==> src/rtl/uart_arb_pkg.sv <==
// Shared definitions for the UART transmit arbiter: FSM encoding, grant
// sources, control characters and the default print FIFO depth.
package uart_arb_pkg;

  localparam int         PRINT_DEPTH_DEF = 4;
  localparam logic [7:0] CHAR_CR         = 8'h0D;
  localparam logic [7:0] CHAR_LF         = 8'h0A;

  typedef enum logic [1:0] {
    ST_IDLE      = 2'd0,
    ST_LOAD      = 2'd1,
    ST_WAIT_DONE = 2'd2
  } arb_state_e;

  typedef enum logic {
    SRC_ECHO  = 1'b0,
    SRC_PRINT = 1'b1
  } src_e;

endpackage

==> src/rtl/tx_byte_fifo.sv <==
// Byte FIFO for the print channel. A push while full is accepted only when a
// pop happens in the same cycle.
module tx_byte_fifo
  import uart_arb_pkg::*;
#(
  parameter int DEPTH = PRINT_DEPTH_DEF
) (
  input  logic       clk_in,
  input  logic       rst_n,
  input  logic       push_i,
  input  logic [7:0] data_i,
  input  logic       pop_i,
  output logic [7:0] data_o,
  output logic       full_o,
  output logic       empty_o,
  output logic [4:0] count_o
);

  localparam int AW = (DEPTH > 1) ? $clog2(DEPTH) : 1;

  logic [7:0]    mem_q [DEPTH];
  logic [AW-1:0] wr_ptr_q, rd_ptr_q;
  logic [4:0]    count_q;
  logic          do_push, do_pop;

  assign full_o  = (count_q == 5'(DEPTH));
  assign empty_o = (count_q == 5'd0);
  assign do_pop  = pop_i && !empty_o;
  assign do_push = push_i && (!full_o || do_pop);
  assign data_o  = mem_q[rd_ptr_q];
  assign count_o = count_q;

  // Depth is a power of two, so the pointers simply wrap.
  always_ff @(posedge clk_in or negedge rst_n) begin
    if (!rst_n) begin
      wr_ptr_q <= '0;
      rd_ptr_q <= '0;
      count_q  <= 5'd0;
    end else begin
      if (do_push) wr_ptr_q <= wr_ptr_q + 1'b1;
      if (do_pop)  rd_ptr_q <= rd_ptr_q + 1'b1;
      case ({do_push, do_pop})
        2'b10:   count_q <= count_q + 5'd1;
        2'b01:   count_q <= count_q - 5'd1;
        default: count_q <= count_q;
      endcase
    end
  end

  always_ff @(posedge clk_in) begin
    if (do_push) mem_q[wr_ptr_q] <= data_i;
  end

endmodule

==> src/rtl/uart_tx_arbiter.sv <==
// Shares one uart_tx between the RX echo path and the accelerator print port,
// inserting an LF after every echoed CR.
module uart_tx_arbiter
  import uart_arb_pkg::*;
#(
  parameter int PRINT_DEPTH = PRINT_DEPTH_DEF
) (
  input  logic       clk_in,
  input  logic       rst,
  input  logic [7:0] echo_byte,
  input  logic       echo_valid,
  input  logic [7:0] print_byte,
  input  logic       print_valid,
  output logic [7:0] tx_byte,
  output logic       tx_wr,
  input  logic       tx_active,
  input  logic       tx_done,
  output logic       busy,
  output logic [4:0] print_count,
  output logic       echo_overflow,
  output logic       print_overflow
);

  logic [1:0]  rst_sync_q;
  logic        rst_n;
  arb_state_e  state_q, state_d;
  logic [7:0]  tx_byte_q, tx_byte_d;
  logic        echo_full_q;
  logic [7:0]  echo_data_q;
  logic        lf_pending_q, lf_ready_q;
  src_e        last_grant_q;
  logic        echo_ovf_q, print_ovf_q;
  logic        pop_echo, pop_print, grant_lf, echo_accept;
  logic [7:0]  fifo_data;
  logic        fifo_full, fifo_empty;

  // Reset asserts asynchronously and releases two clk_in edges later.
  always_ff @(posedge clk_in or negedge rst) begin
    if (!rst) rst_sync_q <= 2'b00;
    else      rst_sync_q <= {rst_sync_q[0], 1'b1};
  end
  assign rst_n = rst_sync_q[1];

  tx_byte_fifo #(.DEPTH(PRINT_DEPTH)) u_print_fifo (
    .clk_in  (clk_in),
    .rst_n   (rst_n),
    .push_i  (print_valid),
    .data_i  (print_byte),
    .pop_i   (pop_print),
    .data_o  (fifo_data),
    .full_o  (fifo_full),
    .empty_o (fifo_empty),
    .count_o (print_count)
  );

  always_comb begin
    state_d   = state_q;
    tx_byte_d = tx_byte_q;
    pop_echo  = 1'b0;
    pop_print = 1'b0;
    grant_lf  = 1'b0;
    case (state_q)
      ST_IDLE: begin
        if (!tx_active && (lf_ready_q || echo_full_q || !fifo_empty)) begin
          state_d = ST_LOAD;
          if (lf_ready_q) begin
            grant_lf  = 1'b1;
            tx_byte_d = CHAR_LF;
          end else if (echo_full_q && (fifo_empty || last_grant_q == SRC_PRINT)) begin
            pop_echo  = 1'b1;
            tx_byte_d = echo_data_q;
          end else begin
            pop_print = 1'b1;
            tx_byte_d = fifo_data;
          end
        end
      end
      ST_LOAD:      state_d = ST_WAIT_DONE;
      ST_WAIT_DONE: if (tx_done) state_d = ST_IDLE;
      default:      state_d = ST_IDLE;
    endcase
  end

  always_ff @(posedge clk_in or negedge rst_n) begin
    if (!rst_n) begin
      state_q   <= ST_IDLE;
      tx_byte_q <= 8'h00;
    end else begin
      state_q   <= state_d;
      tx_byte_q <= tx_byte_d;
    end
  end

  assign echo_accept = echo_valid && !echo_full_q;

  // The LF becomes requestable only once its CR has left the echo slot, and
  // since the FSM waits for tx_done before rearbitrating it follows that CR.
  always_ff @(posedge clk_in or negedge rst_n) begin
    if (!rst_n) begin
      echo_full_q  <= 1'b0;
      echo_data_q  <= 8'h00;
      lf_pending_q <= 1'b0;
      lf_ready_q   <= 1'b0;
      last_grant_q <= SRC_PRINT;
      echo_ovf_q   <= 1'b0;
      print_ovf_q  <= 1'b0;
    end else begin
      if (pop_echo) echo_full_q <= 1'b0;
      if (echo_accept) begin
        echo_full_q <= 1'b1;
        echo_data_q <= echo_byte;
        if (echo_byte == CHAR_CR) lf_pending_q <= 1'b1;
      end
      if (pop_echo && lf_pending_q) begin
        lf_pending_q <= 1'b0;
        lf_ready_q   <= 1'b1;
      end
      if (grant_lf)  lf_ready_q   <= 1'b0;
      if (pop_echo)  last_grant_q <= SRC_ECHO;
      if (pop_print) last_grant_q <= SRC_PRINT;
      if (echo_valid && echo_full_q)                 echo_ovf_q  <= 1'b1;
      if (print_valid && fifo_full && !pop_print)    print_ovf_q <= 1'b1;
    end
  end

  assign tx_byte        = tx_byte_q;
  assign tx_wr          = (state_q == ST_LOAD);
  assign busy           = (state_q != ST_IDLE);
  assign echo_overflow  = echo_ovf_q;
  assign print_overflow = print_ovf_q;

endmodule

==> config.mk <==
export PLATFORM = sky130hd
export DESIGN_NAME = uart_tx_arbiter
export DESIGN_NICKNAME = d
export VERILOG_FILES = /design/src/rtl/uart_arb_pkg.sv /design/src/rtl/tx_byte_fifo.sv /design/src/rtl/uart_tx_arbiter.sv
export SDC_FILE = /design/constraint.sdc
export NUM_CORES = 1
export LEC_CHECK = 0
export BUFFER_PORTS_ARGS = -buffer_cell sky130_fd_sc_hd__buf_2
export CORE_MARGIN = 1
export CORE_UTILIZATION = 30
export CTS_CLUSTER_SIZE = 30
export DETAILED_ROUTE_END_ITERATION = 10
export GPL_ROUTABILITY_DRIVEN = 0
export HOLD_SLACK_MARGIN = 0.06
export PLACE_DENSITY = 0.52
export SLEW_MARGIN = 25
export SYNTH_ARGS = -nofsm -noshare
export SYNTH_HDL_FRONTEND = slang
export SYNTH_HIERARCHICAL = 1
export SYNTH_SLANG_ARGS = --single-unit
==> constraint.sdc <==
create_clock -name clk_in -period 1.2 [get_ports clk_in]
set_input_delay 0.06 -clock clk_in [delete_from_list [all_inputs] [get_ports clk_in]]
set_output_delay 0.06 -clock clk_in [all_outputs]
set_load 0.005 [all_outputs]
After elaboration in Yosys (flattened, before gate mapping) --
Memory sizes are Yosys's and may differ from the RTL's. Index checks and enable logic that the tools add are counted. Widths: inputs -> output; s select.
Storage, ports and cells: register bits after elaboration 35, RAM bits 32, input bits 22, output and inout bits 17, word-level logic and storage cells 83, memories 1
Memories:
- u_print_fifo.mem_q | depth 4, bits a word 8, read ports 1, clocked after memory_dff 0, wr ports 1, RTL line tx_byte_fifo.sv:21 | logic [7:0] mem_q [DEPTH];
Operators by class: add/subtract/negate cells 4, equality and inequality tests 8, mux-type cells 27, reductions and logical operators 30
Operator list (count):
- $mux 1 | 21
- $mux 8 | 2
- $reduce_bool 2->1 | 7
- $pmux 5 s2 | 1
- $logic_and 1x1->1 | 9
- $eq 8x4->1 const B | 1
- $pmux 2 s3 | 1
- $reduce_and 2->1 | 3
- $add 5x1->5 const B | 1
- $eq 5x3->1 const B | 1
- $logic_not 1->1 | 5
- $logic_not 5->1 | 1
- $sub 5x1->5 const B | 1
- $add 2x1->2 const B | 2
- $eq 2x1->1 const B | 2
- $eq 2x2->1 const B | 2
- $logic_or 1x1->1 | 4
- $mux 2 | 2
- $ne 2x2->1 const B | 2
- $logic_not 2->1 | 1

Logic depth before layout (Yosys ltp) --
depth in word-level cells 12, gate-level depth with buffers 12, mapped depth without buffers 11

Hierarchy --
The synthesis kept the hierarchy.
By module, submodules not included:
- tx_byte_fifo | instances 1, cells each 114, area each 1833.0 um^2, sequential area each 1186.1 um^2
- uart_tx_arbiter | instances 1, cells each 93, area each 1187.4 um^2, sequential area each 651.9 um^2

Worst setup path before layout --
Ideal clock, no wire load.
kind reg2reg, start register u_print_fifo.count_q[1], in the netlist u_print_fifo/count_o[1], end register u_print_fifo.count_q[4], in the netlist u_print_fifo/count_o[4], setup time 79 ps, arrival 2790 ps, required time 1121 ps, setup slack -1670 ps, cell stages (with the launch flop) 13, path buffers 1, period minus slack after synthesis 2870 ps, cell sequence dfrtp_1 or4_1 buf_2 nor2_1 a2111oi_4 nor2b_1 o21ai_4 inv_1 ha_1 nand2b_1 a21oi_1 mux2i_1 xor2_1
On the way: cells in the longest elaborated chain, start to end 12, elaborated cells between the ends (all ways) 21, those cells by class add/sub: 2; eq/ne: 3; mux: 5; reduce/logical: 11
RTL lines:
- from (decl) | RTL line tx_byte_fifo.sv:23 | logic [4:0] count_q;
- from (signal assigned) | RTL line tx_byte_fifo.sv:43 | 2'b10: count_q <= count_q + 5'd1;
- from (signal assigned) | RTL line tx_byte_fifo.sv:44 | 2'b01: count_q <= count_q - 5'd1;
- from (signal assigned) | RTL line tx_byte_fifo.sv:45 | default: count_q <= count_q;
- $logic_not 5->1 (*) | RTL line tx_byte_fifo.sv:27 | assign empty_o = (count_q == 5'd0);
- named net fifo_empty | RTL line uart_tx_arbiter.sv:35 | logic fifo_full, fifo_empty;
- $logic_or 1x1->1 | RTL line uart_tx_arbiter.sv:69 | end else if (echo_full_q && (fifo_empty || last_grant_q == SRC_PRINT)) begin
- $logic_and 1x1->1 | RTL line uart_tx_arbiter.sv:69
- $mux 1 | RTL line uart_tx_arbiter.sv:69
- $mux 1 | RTL line uart_tx_arbiter.sv:66 | if (lf_ready_q) begin
- $mux 1 (*) | RTL line uart_tx_arbiter.sv:64 | if (!tx_active && (lf_ready_q || echo_full_q || !fifo_empty)) begin
- $mux 1 (*) | RTL line uart_tx_arbiter.sv:62 | case (state_q)
- named net pop_print | RTL line uart_tx_arbiter.sv:33 | logic pop_echo, pop_print, grant_lf, echo_accept;
- $logic_and 1x1->1 (*) | RTL line tx_byte_fifo.sv:28 | assign do_pop = pop_i && !empty_o;
- $logic_or 1x1->1 | RTL line tx_byte_fifo.sv:29 | assign do_push = push_i && (!full_o || do_pop);
- $logic_and 1x1->1 | RTL line tx_byte_fifo.sv:29
- $eq 2x1->1 / $eq 2x2->1 (equally long branches) | RTL line tx_byte_fifo.sv:42 | case ({do_push, do_pop})
- $pmux 5 s2 / $reduce_bool 2->1 (equally long branches)
Mark *: on every way through the listed nets, which the timed path passes. The rest lies on a longest branch. A chain may end at the register's enable or synchronous reset.

Worst setup path after layout --
start register u_print_fifo.count_q[3], in the netlist u_print_fifo/count_o[3], end register u_print_fifo.count_q[4], in the netlist u_print_fifo/count_o[4]
Same word-level chain as after synthesis.

==> summary.txt <==
Final layout
  – Fillers: 887
  – Final instance area: between 0.004 and 0.005 mm^2
  – Final Core Density: 0.4442
  – Ratio of cells with drive above 1 in the final layout: 0.5000
  – Nets: 341
  – Most frequent cells in the layout: buf_2 (35), dfrtp_1 (32), edfxtp_1 (32), buf_4 (30), dlygate4sd3_1 (19)
  – Area of the multi-input gates: between 0.001 and 0.0015 mm^2
  – Antenna Cells: 0
  – Synth-to-layout area growth: 43.74%
  – Register area: between 0.0015 and 0.002 mm^2
  – Most common cell after layout, fill and taps aside: buf_2

Setup path
  – CP Max Fanout: 4
  – Worst Setup Start Kind: flip-flop
  – WS Path Type: flip-flop to flip-flop
  – Setup crit end kind: flip-flop
  – Worst EP arrival: approximately 2.7 ns
  – WP data required: about 1.5 ns

Power
  – Leak: around 1.8 nW
  – Total power: ~11 mW
  – PD cells: between 2000 and 2500 mW/mm^2
  – VDD IR max: roughly 0.84 mV

STA
  – Final Hold Fails: 0
  – RSZ-0062 raised after global routing: yes
  – Final period utilization: 2.032
  – Fin Setup TNS: -43.23 ns
  – Max Clock Freq: 410.2 MHz
  – Final Max Slew Viols: 0
  – Tmin final: between 2 and 2.5 ns
  – Worst Slack Setup Final: -1.238 ns
  – Clock skew: 0.01456 ns
  – Setup violations, final: 64

Placement
  – DP Area: about 0.0037 mm^2
  – I/O Buffers: 38
  – Dpl hpwl: 4.014 mm
  – Setup WS pre-CTS: -1.260 ns

Detailed routing
  – Via density per instance: 4.443
  – Final ANT Viol Nets: 0
  – Final WL: 6.224 mm
  – DRC: 0
  – WL/cell: around 14 um
  – DR iter-0 viols: 68
  – Vias after detailed routing: around 2k
  – Total iterations of the first detailed-routing run: 4

Synth
  – Cell taking the most area after synthesis: edfxtp_1
  – Post-synthesis sequential area ratio: 0.6085
  – Post-synth EDFFs: 32
  – Seq cells post-synth: 67
  – Netlist Area Pre-Place: between 0.003 and 0.004 mm^2
  – Syn_nets: approximately 240
  – Syn Inst Count: between 200 and 250
  – Top-area cell type share of the netlist area: 0.3181
  – Post-Syn Area per Cell: 14.59 um^2
  – Ys flop type: dfrtp_1
  – Syn. warnings: 6
  – Top cells by area, synth: edfxtp_1 (32%), dfrtp_1 (28%), mux4_2 (6.0%)
  – Cell variety after synth: 48
  – Async SR Flop Fraction: 0.5224

Clocking
  – Deepest clock path buffer count: 2
  – CTS tree: done
  – Cts bufs inserted: 9
  – Clock input transition at the sequential cells of the worst setup and hold paths: approximately 0.08 ns
  – Worst-Skew Late Latency: approximately 0.35 ns
  – Clock sink count: 67
  – H-tree levels: 3
  – CTS Root Cell: clkbuf_8

Run status
  – Violated checks: setup timing
  – Status: complete, but fails checks

Floorplanning
  – Core area: slightly below 0.01 mm^2
  – Initial Utilization: 0.3090
  – Cell Rows: 36
  – Overall die width: 102.3 um
  – Top Ports: 39
  – Die area: around 0.010 mm^2
  – Die Span Y: 102.3 um

Global routing
  – Largest net degree at the start of global routing: 34
  – Congestion Overflow GR: 0
  – First-pass GRT wire length: 10.08 mm
  – Vias in the first global route: about 2k
  – Antenna violations before repair: 0
  – All-Layer GR Usage: 0.1334

Job
  – Max-cap viol count: 0

Hold path
  – Hold WC Path Type: primary input to flip-flop
-- flip-flops by register name, indices dropped and copies added, names as in the netlist --
register,flops
lf_pending_q,1
u_print_fifo/mem_q,32
tx_byte,8
echo_full_q,1
rst_sync_q,2
last_grant_q,1
u_print_fifo/count_o,5
u_print_fifo/wr_ptr_q,2
lf_ready_q,1
echo_overflow,1
u_print_fifo/rd_ptr_q,2
print_overflow,1
echo_data_q,8
state_q,2
-- power by group --
| group | internal [mW] | switching [mW] | total (mW) |
|---|---|---|---|
| combinational | 3.06 | 2.13 | 5.19 |
| sequential | 3.19 | 0.418 | 3.60 |
| clock | 0.803 | 1.00 | 1.80 |
| total | 7.05 | 3.54 | 10.6 |
-- kinds of logic after synthesis --
family                   after synthesis  synth area share
XOR/XNOR                               8           0.02320
multiplexers                          25            0.1222
buffers and inverters                 19           0.02775
AO/OA/AOI/OAI                         32           0.09155
flip-flops                            67            0.6085
other                                  1          0.001242
adder cells (fa/ha/maj)                8           0.03562
AND/OR/NAND/NOR                       47           0.08990
-- metal layers --
metal  GRT usage  part of all wire  up-vias
met5           0                 0        -
met4     0.06264             0.017        0
met3     0.03694             0.037        6
met2      0.2184              0.48       41
met1      0.1634              0.46      980
li1            -                 -      968
-- final cells by class --
| type | count | share of cell area |
|---|---|---|
| clock buffer | 9 | 0.02853 |
| inverter | 11 | 0.009510 |
| tap | 133 | 0.03833 |
| timing repair buffer | 101 | 0.1842 |
| multi-input combinational | 121 | 0.3006 |
| clock inverter | 7 | 0.01499 |
| sequential | 67 | 0.4239 |
-- critical path, cell delays in order (launching register included) --
cell       delay, ns
dfrtp_1         0.38
or4_4           0.57
nor2_4          0.16
a2111oi_4       0.06
nor2b_4         0.14
o21ai_4         0.07
inv_2           0.10
ha_4            0.32
nand2b_4        0.06
a21oi_2         0.13
mux2i_1         0.23
xor2_1          0.15
-- Yosys cell counts (3+ instances only) --
| cell type | n |
|---|---|
| and2_1 | 4 |
| inv_1 | 11 |
| mux2_2 | 15 |
| dfrtp_1 | 34 |
| xor2_1 | 3 |
| mux4_2 | 8 |
| ha_1 | 7 |
| a21oi_1 | 4 |
| nand2_1 | 5 |
| xnor2_1 | 5 |
| buf_2 | 4 |
| edfxtp_1 | 32 |
| a32o_1 | 6 |
| or2_2 | 3 |
| o21ai_0 | 3 |
| nor2_1 | 12 |
| nor2b_1 | 12 |
-- repair_timing --
action,CTS,global route
hold buffers,19,0
endpoints found under the setup margin,63,67
hold endpoints to repair,45,0
pin swaps,9,18
resized for setup,24,28
buffers inserted,5,8
gates cloned,1,0
-- final timing paths --
path,to,from,cells past startpoint,slack (ns)
worst max-delay path,u_print_fifo/count_o[4],u_print_fifo/count_o[3],11,-1.24
max in group asynchronous,rst_sync_q[1],rst,3,0.52
min in group asynchronous,print_overflow,rst_sync_q[1],1,0.23
worst min-delay path,state_q[1],tx_done,3,0.09
worst min register to register,print_overflow,rst_sync_q[1],1,0.23
worst max register to register,u_print_fifo/count_o[4],u_print_fifo/count_o[3],11,-1.24
-- stage by stage --
step | cells | hold WS [ns]
6_report | 449 | 0.08619
5_1_grt | 449 | 0.07460
4_1_cts | 443 | 0.1047
3_5_place_dp | 402 | -0.1535
3_3_place_gp | 402 | -0.1541
2_1_floorplan | 207 | -0.2356
Note: power is estimated with default switching activity, not from simulation.
